**src/rtl/cla_pkg.sv**
```systemverilog
// Shared definitions for the CLA word sequencer: slice width, FSM state type
// and the slice-index width helper.
package cla_pkg;

  localparam int SLICE_W = 5;

  typedef enum logic [1:0] {
    IDLE = 2'd0,
    RUN  = 2'd1,
    DONE = 2'd2
  } state_t;

  // Smallest index width able to address n slices (never below one bit).
  function automatic int idx_w(input int n);
    int w;
    w = 1;
    while ((1 << w) < n) w = w + 1;
    return w;
  endfunction

endpackage

```
**src/rtl/cla_5bit.sv**
```systemverilog
// Single 5-bit carry-lookahead slice adder; all carries are formed directly
// from generate/propagate terms rather than rippled.
module cla_5bit
  import cla_pkg::*;
(
  input  logic [SLICE_W-1:0] a,
  input  logic [SLICE_W-1:0] b,
  input  logic               c_in,
  output logic [SLICE_W-1:0] sum,
  output logic               c_out
);

  logic [SLICE_W-1:0] g_s;
  logic [SLICE_W-1:0] p_s;
  logic [SLICE_W:0]   c_s;

  assign g_s = a & b;
  assign p_s = a ^ b;

  assign c_s[0] = c_in;
  assign c_s[1] = g_s[0] | (p_s[0] & c_in);
  assign c_s[2] = g_s[1] | (p_s[1] & g_s[0]) | (p_s[1] & p_s[0] & c_in);
  assign c_s[3] = g_s[2] | (p_s[2] & g_s[1]) | (p_s[2] & p_s[1] & g_s[0])
                | (p_s[2] & p_s[1] & p_s[0] & c_in);
  assign c_s[4] = g_s[3] | (p_s[3] & g_s[2]) | (p_s[3] & p_s[2] & g_s[1])
                | (p_s[3] & p_s[2] & p_s[1] & g_s[0])
                | (p_s[3] & p_s[2] & p_s[1] & p_s[0] & c_in);
  assign c_s[5] = g_s[4] | (p_s[4] & g_s[3]) | (p_s[4] & p_s[3] & g_s[2])
                | (p_s[4] & p_s[3] & p_s[2] & g_s[1])
                | (p_s[4] & p_s[3] & p_s[2] & p_s[1] & g_s[0])
                | (p_s[4] & p_s[3] & p_s[2] & p_s[1] & p_s[0] & c_in);

  assign sum   = p_s ^ c_s[SLICE_W-1:0];
  assign c_out = c_s[SLICE_W];

endmodule

```
**src/rtl/cla_word_sequencer.sv**
```systemverilog
// Word adder that walks NUM_SLICES 5-bit slices through one shared cla_5bit.
// Optional signed-overflow output is enabled by defining CLA_SEQ_OVF_EN.
module cla_word_sequencer
  import cla_pkg::*;
#(
  parameter  int NUM_SLICES = 4,
  localparam int W          = SLICE_W * NUM_SLICES
) (
  input  logic         clk,
  input  logic         rst_n,
  input  logic         in_valid,
  output logic         in_ready,
  input  logic [W-1:0] a,
  input  logic [W-1:0] b,
  input  logic         c_in,
  output logic         out_valid,
  input  logic         out_ready,
  output logic [W-1:0] sum,
  output logic         c_out
`ifdef CLA_SEQ_OVF_EN
  ,output logic        ovf
`endif
);

  localparam int              KW     = idx_w(NUM_SLICES);
  localparam logic [KW-1:0]   LAST_K = KW'(NUM_SLICES - 1);
  localparam logic [KW-1:0]   K_ONE  = KW'(1);

  state_t             state_r;
  state_t             next_state_s;
  logic [W-1:0]       a_r;
  logic [W-1:0]       b_r;
  logic [W-1:0]       sum_r;
  logic [KW-1:0]      k_r;
  logic               carry_r;
  logic               c_out_r;
  logic [SLICE_W-1:0] slice_a_s;
  logic [SLICE_W-1:0] slice_b_s;
  logic [SLICE_W-1:0] slice_sum_s;
  logic               slice_cout_s;
  logic               last_slice_s;

  assign slice_a_s    = a_r[k_r*SLICE_W +: SLICE_W];
  assign slice_b_s    = b_r[k_r*SLICE_W +: SLICE_W];
  assign last_slice_s = (k_r == LAST_K);

  cla_5bit u_slice (
    .a     (slice_a_s),
    .b     (slice_b_s),
    .c_in  (carry_r),
    .sum   (slice_sum_s),
    .c_out (slice_cout_s)
  );

  // State register.
  always_ff @(posedge clk or negedge rst_n) begin
    if (!rst_n) begin
      state_r <= IDLE;
    end else begin
      state_r <= next_state_s;
    end
  end

  // Next-state decode; handshakes only matter in their own state.
  always_comb begin
    next_state_s = state_r;
    case (state_r)
      IDLE: begin
        if (in_valid) next_state_s = RUN;
        else          next_state_s = IDLE;
      end
      RUN: begin
        if (last_slice_s) next_state_s = DONE;
        else              next_state_s = RUN;
      end
      DONE: begin
        if (out_ready) next_state_s = IDLE;
        else           next_state_s = DONE;
      end
      default: next_state_s = IDLE;
    endcase
  end

  // Operand capture and one slice of the sum per RUN cycle.
  always_ff @(posedge clk or negedge rst_n) begin
    if (!rst_n) begin
      a_r     <= {W{1'b0}};
      b_r     <= {W{1'b0}};
      sum_r   <= {W{1'b0}};
      k_r     <= {KW{1'b0}};
      carry_r <= 1'b0;
      c_out_r <= 1'b0;
    end else begin
      case (state_r)
        IDLE: begin
          if (in_valid) begin
            a_r     <= a;
            b_r     <= b;
            carry_r <= c_in;
            k_r     <= {KW{1'b0}};
          end
        end
        RUN: begin
          sum_r[k_r*SLICE_W +: SLICE_W] <= slice_sum_s;
          carry_r                       <= slice_cout_s;
          if (last_slice_s) begin
            c_out_r <= slice_cout_s;
            k_r     <= {KW{1'b0}};
          end else begin
            k_r     <= k_r + K_ONE;
          end
        end
        default: begin
        end
      endcase
    end
  end

`ifdef CLA_SEQ_OVF_EN
  logic ovf_r;
  logic msb_cin_s;

  // Carry into the word MSB recovered from that bit's operands and sum.
  assign msb_cin_s = slice_a_s[SLICE_W-1] ^ slice_b_s[SLICE_W-1] ^ slice_sum_s[SLICE_W-1];

  // Overflow flag captured together with the final slice.
  always_ff @(posedge clk or negedge rst_n) begin
    if (!rst_n) begin
      ovf_r <= 1'b0;
    end else if ((state_r == RUN) && last_slice_s) begin
      ovf_r <= msb_cin_s ^ slice_cout_s;
    end
  end

  assign ovf = ovf_r;
`endif

  assign in_ready  = (state_r == IDLE);
  assign out_valid = (state_r == DONE);
  assign sum       = sum_r;
  assign c_out     = c_out_r;

endmodule

```
**config.mk**
```make
export PLATFORM = sky130hd
export DESIGN_NAME = cla_word_sequencer
export DESIGN_NICKNAME = d
export VERILOG_FILES = /design/src/rtl/cla_pkg.sv /design/src/rtl/cla_5bit.sv /design/src/rtl/cla_word_sequencer.sv
export SDC_FILE = /design/constraint.sdc
export NUM_CORES = 1
export LEC_CHECK = 0
export ABC_AREA = 1
export BUFFER_PORTS_ARGS = -buffer_cell sky130_fd_sc_hd__buf_2
export CAP_MARGIN = 5
export CORE_ASPECT_RATIO = 2
export CORE_MARGIN = 3
export CORE_UTILIZATION = 50
export DETAILED_ROUTE_END_ITERATION = 12
export HOLD_SLACK_MARGIN = 0.12
export PLACE_DENSITY = 0.77
export SETUP_SLACK_MARGIN = 0.3
export SLEW_MARGIN = 5
export SYNTH_ARGS = -nofsm -noshare
export SYNTH_HDL_FRONTEND = slang
export SYNTH_SLANG_ARGS = --single-unit
```
**constraint.sdc**
```tcl
create_clock -name clk -period 2.5 [get_ports clk]
set_input_delay 0.5 -clock clk [delete_from_list [all_inputs] [get_ports clk]]
set_output_delay 0.5 -clock clk [all_outputs]
set_load 0.02 [all_outputs]
```
==> flow_metrics.py, run 1 <==
metrics = {
    "outcome": {
        "status": "finished clean",
    },
    "clock_network": {
        "htreeDepth": 3,
        "cts_root_buf": "clkbuf_16",
        "clkLatencyLatePin_ns": 0.33,
        "clk_path_buf_depth": 2,
        "holdBufCountCts": 0,
        "cts_buffers": 9,
        "tritoncts": "done",
        "cts_sinks": 66,
        "path_clk_slew_ns": 0.05,
    },
    "final_layout": {
        "fin_cells": 556,
        "fin_nets": 525,
        "area_growth_pct": 26.06,
        "final_layout_size_suffix_gt1_share_pct": 25.85,
        "final_util_pct": 66.46,
        "final_area_um2": 4091,
        "antenna_cells": 0,
    },
    "logic_synthesis": {
        "ys_ff_latch": 66,
        "synth.area.top_cells": "dfrtp_1, nand2_1, ha_1, o21ai_0, inv_1",
        "async_flop_share_pct": 100.0,
        "synth_ff_type": "dfrtp_1",
        "yosysSeqAreaShare_pct": 50.89,
        "yosysTopAreaCellShare_pct": 50.89,
        "syn_inst": 392,
        "synth_area_leader_cell": "dfrtp_1",
        "synth_enable_flop_cells": 0,
        "synth_warnings": 0,
        "syn_nets": 450,
        "ys_types": 29,
        "syn_avg_cell_area_um2": 8.280,
        "syn_area_um2": 3246,
    },
    "placed_design": {
        "dp_hpwl_um": 5415,
        "place_congestion": 0.9889,
        "port_buffers": 67,
        "dpl.cell_count": 534,
        "placed_area_um2": 3652,
        "place_ws_ns": 0.2312,
    },
    "sta": {
        "setup_violations": 0,
        "whs_ns": 0.1797,
        "rsz0062_at_grt": "yes",
        "skew_ns": 0.003156,
        "finalHoldViolations": 0,
        "slew_viol_final": 0,
        "maxSlewHeadroom_pct": 60.02,
        "finalCritPeriodShare_pct": 82.76,
        "final.min_clock_period_ns": 2.069,
        "timing.setup.tns_ns": 0,
        "max_freq_mhz": 483.4,
        "fin_ws_ns": 0.4311,
        "worst_slew_pin_slew_ns": 0.5997,
    },
    "min_path": {
        "hold_class": "in -> async",
    },
    "grt": {
        "track_usage_pct": 21.54,
        "first_global_vias": 2822,
        "grt_pass1_wl_um": 12690,
        "antenna_found_initial": 0,
        "grt_max_degree": 42,
        "grt_remaining_overflow": 0,
    },
    "die": {
        "initial_core_util_pct": 52.72,
        "dieArea_um2": 7553,
        "row_count": 40,
        "ios": 68,
        "die_x_um": 62.97,
        "coreArea_um2": 6156,
        "die_h_um": 119.9,
    },
    "detailed_routing": {
        "num_vias": 2792,
        "wl_um": 7469,
        "ant_nets": 0,
        "via_per_inst": 5.022,
        "drc": 0,
        "drtPass1Iterations": 5,
        "avgRoutedWirePerCell_um": 13.43,
        "drt_iter0_drc": 112,
    },
    "power": {
        "power.total_mw": 6.460,
        "p_leak_nw": 2.241,
        "vdd_drop_max_mv": 0.7570,
        "powerDensity_nw_per_um2": 1579,
    },
    "critical_path": {
        "cp-end-kind": "flop",
        "cpPeakStageDelay_ns": 0.40,
        "critical_path_class": "reg -> reg",
        "cpMostUsedCell": "nand2_1",
        "worst_ep_required_time_ns": 2.72,
        "arrival_ns": 2.29,
        "slowest_stage": "dfrtp_2",
        "cp_max_fo": 4,
        "critPathLaunchType": "flop",
        "path_cells": "clkinvlp_2 -> buf_4 -> o21ai_0 -> o22ai_1 -> ha_1 -> nand2_1 -> inv_1 -> nand2_1 -> nand2_1 -> nand2_1 -> nand2_1 -> nand4_1 -> nand2_1",
    },
    "job": {
        "cap_violations": 0,
    },
}
-- state kept, by name (all words and copies together) (netlist names) --
name / cells
state_r: 2
k_r: 2
a_r: 20
c_out: 1
carry_r: 1
sum: 20
b_r: 20
-- report_power, final --
| part | switching [mW] | leakage [nW] | internal [mW] |
|---|---|---|---|
| logic | 2.19 | 1.25 | 1.21 |
| clock network | 0.416 | 0.152 | 0.804 |
| registers | 0.308 | 0.844 | 1.54 |
-- placed cells by master (no fill, tap or decap), types with 8 or more instances in the layout --
master     Yosys  layout
nand2_1      179     179
nand3_1        8       8
nor2_1        20      20
inv_1         21      20
o22ai_1       10       8
ha_1          12      11
dfrtp_1       66      64
o21ai_1       11      13
o21ai_0       19      15
buf_2         10      67
clkbuf_16      0      10
-- Yosys cell counts, types with 2 or more instances --
library cell  count
nor2_8            2
a21oi_1           3
o22ai_1          10
nand2_1         179
a32oi_1           2
buf_2            10
ha_1             12
nor2_1           20
nand2_2           2
nand4_1           4
o31ai_1           2
inv_1            21
inv_2             6
o21ai_1          11
buf_4             3
o21ai_0          19
nand3_1           8
nand2_4           2
dfrtp_1          66
-- critical path: cells and delay by family, from the launching register on --
kind / cells / cell delay [ns]
buffers and inverters: 3 / 0.45
DFF: 1 / 0.40
and+or+nand+nor: 7 / 0.56
AOI/OAI and AO/OA: 2 / 0.18
adders and majority gates: 1 / 0.35
-- layout make-up --
| class | count | area [um^2] |
|---|---|---|
| Fill cell | 542 | 2064 |
| Sequential cell | 66 | 1654 |
| Multi-Input combinational cell | 284 | 1450 |
| Timing Repair Buffer | 77 | 452.9 |
| Clock buffer | 15 | 297.8 |
| Inverter | 28 | 121.4 |
| Tap cell | 84 | 105.1 |
| Clock inverter | 1 | 5.005 |
| Timing Repair inverter | 1 | 5.005 |
-- kinds of logic (layout without fill, tap and decap cells) --
group                      count (synthesis)  in the layout  synth area share [%]
AOI/OAI and AO/OA                         47             47                 8.018
adders and majority gates                 13             13                 5.243
and+or+nand+nor                          223            223                 29.61
xor gates and xnor gates                   1              1                0.2699
DFF                                       66             66                 50.89
buffers and inverters                     42            122                 5.975
-- repair_timing --
item / 4_1_cts / 5_1_grt
cloned: 0 / 2
endpoints found under the setup margin: 14 / 19
resized for setup: 2 / 20
pin swaps: 0 / 3
buffers inserted: 0 / 4
-- path summary, 6_finish.rpt --
| path | from | end | slack (ns) | depth (start not counted) |
|---|---|---|---|---|
| worst max-delay path | k_r[1] | sum[9] | 0.43 | 13 |
| worst min-delay path | rst_n | c_out | 0.18 | 1 |
| worst max register to register | k_r[1] | sum[9] | 0.43 | 13 |
| worst min register to register | b_r[14] | b_r[14] | 0.47 | 2 |
| max in group asynchronous | rst_n | b_r[8] | 1.71 | 2 |
| min in group clk | a[8] | a_r[8] | 0.36 | 3 |
-- routing by layer --
metal / GRT usage [%] / share of wire [%] / routed length (um) / vias up
li1: - / - / - / 1389
met1: 22.62 / 35 / 2620 / 1295
met2: 39.11 / 56 / 4210 / 86
met3: 4.588 / 4.9 / 366 / 22
met4: 11.48 / 3.6 / 272 / 0
met5: 0 / 0 / 0 / -
Power figures use the tool's default switching activity.
==> run 2: changes to the inputs <==
ABC_AREA = 0   (was 1)
clock period = 2 ns   (was 2.5 ns; I/O delays follow)
==> flow_metrics.py, run 2 <==
metrics = {
    "logic_synthesis": {
        "syn_nets": 284,
        "async_flop_share_pct": 100.0,
        "syn_inst": 226,
        "ys_types": 41,
        "syn_area_um2": 3093,
        "syn_avg_cell_area_um2": 13.69,
        "synth_ff_type": "dfrtp_1",
        "synth_commonest_cells": "dfrtp_1, mux2_2, nand2_1",
        "synth_area_leader_cell": "dfrtp_1",
        "yosysTopAreaCellShare_pct": 53.40,
        "synthMostInstantiatedCell": "dfrtp_1",
        "ys_ff_latch": 66,
        "yosysSeqAreaShare_pct": 53.40,
        "synth_enable_flop_cells": 0,
        "synth.area.top_cells": "dfrtp_1, mux2_2, mux4_2, ha_1, a22o_1",
        "synth_warnings": 0,
    },
    "detailed_routing": {
        "num_vias": 2153,
        "drc": 0,
        "ant_nets": 0,
        "avgRoutedWirePerCell_um": 17.55,
        "wl_um": 6704,
        "drt_iter0_drc": 106,
        "via_per_inst": 5.636,
        "drtPass1Iterations": 4,
    },
    "power": {
        "powerDensity_nw_per_um2": 2249,
        "p_leak_nw": 1.926,
        "power.total_mw": 9.234,
        "vdd_drop_max_mv": 1.757,
    },
    "sta": {
        "setup_violations": 19,
        "maxSlewHeadroom_pct": 75.61,
        "max_freq_mhz": 443.1,
        "fin_ws_ns": -0.2567,
        "rsz0062_at_grt": "yes",
        "worst_slew_pin_slew_ns": 0.3631,
        "finalHoldViolations": 0,
        "final.min_clock_period_ns": 2.257,
        "slew_viol_final": 0,
        "finalCritPeriodShare_pct": 112.8,
        "skew_ns": 0.005926,
    },
    "final_layout": {
        "antenna_cells": 0,
        "final_layout_size_suffix_gt1_share_pct": 55.14,
        "final_cell_mix": "buf_2, dfrtp_1, mux2_2",
        "final_common_cell": "buf_2",
        "fin_nets": 375,
        "area_growth_pct": 32.73,
    },
    "critical_path": {
        "cp-end-kind": "flop",
        "arrival_ns": 2.48,
        "cp_max_fo": 6,
        "critPathLaunchType": "flop",
        "critical_path_class": "reg -> reg",
        "worst_ep_required_time_ns": 2.22,
        "reg2reg_setup_slack_ns": -0.26,
    },
    "grt": {
        "grt_remaining_overflow": 0,
        "first_global_vias": 2305,
        "grt_pass1_wl_um": 10830,
        "track_usage_pct": 21.49,
        "grt_max_degree": 67,
        "antenna_found_initial": 0,
    },
    "die": {
        "die_x_um": 61.62,
        "dieArea_um2": 7223,
        "ios": 68,
        "row_count": 39,
        "die_h_um": 117.2,
        "initial_core_util_pct": 52.82,
        "coreArea_um2": 5856,
    },
    "placed_design": {
        "place_congestion": 0.8376,
        "place_ws_ns": -0.3149,
        "port_buffers": 67,
        "dp_hpwl_um": 4894,
    },
    "clock_network": {
        "cts_sinks": 66,
        "clkLatencyLatePin_ns": 0.33,
        "path_clk_slew_ns": 0.05,
        "cts_buffers": 9,
        "clk_path_buf_depth": 2,
        "htreeDepth": 3,
        "cts_root_buf": "clkbuf_16",
        "tritoncts": "done",
    },
    "outcome": {
        "violations": "setup timing",
        "status": "finished, violations left",
    },
    "job": {
        "cap_violations": 0,
    },
    "min_path": {
        "hold_class": "in -> reg",
    },
}
==> run 2: worst max-delay path, stage by stage (launching register included) <==
cell,delay (ns)
dfrtp_2,0.44
mux4_2,0.58
ha_4,0.28
a21oi_4,0.14
buf_6,0.12
o2111ai_4,0.18
and3_1,0.19
a211o_1,0.22
==> run 2: per-stage QoR <==
step	instances	setup TNS, ns	util [%]	cell area (um^2)	hold slack (ns)
finish	382	-2.954	70.11	4105	0.2840
global placement	365	-3.227	63.33	3709	0.4411
floorplan	226	-2.636	-	3197	0.1044
detailed placement	365	-4.171	63.33	3709	0.4384
CTS	382	-3.331	69.36	4061	0.2741
global route	382	-5.018	70.11	4105	0.2893
==> run 2: cell families (layout without fill, tap and decap cells) <==
logic type | after synthesis | in the layout | synth area share (%)
buf+inv | 18 | 113 | 3.074
compound gates | 35 | 35 | 7.969
simple gates | 39 | 39 | 6.757
xor+xnor | 4 | 4 | 1.133
fa+ha+maj | 13 | 13 | 5.502
mux | 51 | 51 | 22.17
flops | 66 | 66 | 53.40
==> run 2: what timing repair did <==
action,4_1_cts,5_1_grt
buffers inserted,1,0
resized for setup,6,11
setup endpoints to repair,22,23
hold buffers,1,0
pin swaps,4,0
endpoints found under the hold margin,66,0
==> run 2: layer usage <==
metal,up-vias,wire length [um],track usage [%]
li1,996,-,-
met1,1062,2253,20.67
met2,71,3836,36.95
met3,24,294,6.147
met4,0,319,15.44
met5,-,0,0
==> run 2: worst paths after layout <==
| check | start | cells past startpoint | to |
|---|---|---|---|
| worst max-delay path | k_r[0] | 7 | carry_r |
| worst min-delay path | a[8] | 2 | a_r[8] |
| worst max register to register | k_r[0] | 7 | carry_r |
| worst min register to register | sum[10] | 2 | sum[10] |
| max in group asynchronous | rst_n | 3 | k_r[0] |
| min in group asynchronous | rst_n | 3 | sum[19] |
==> run 2: report_power, final <==
group	internal, mW	leakage (nW)	switching, mW
clock network	1.06	0.152	0.530
logic	2.74	0.956	2.55
registers	1.96	0.819	0.405
==> run 2: final cells by class <==
type	count	area, um^2
clock inverter	2	35.03
multi-input combinational	142	1495
timing repair buffer	89	539.3
sequential	66	1653
inverter	9	36.28
tap	61	76.32
fill	425	1750
clock buffer	13	270.3
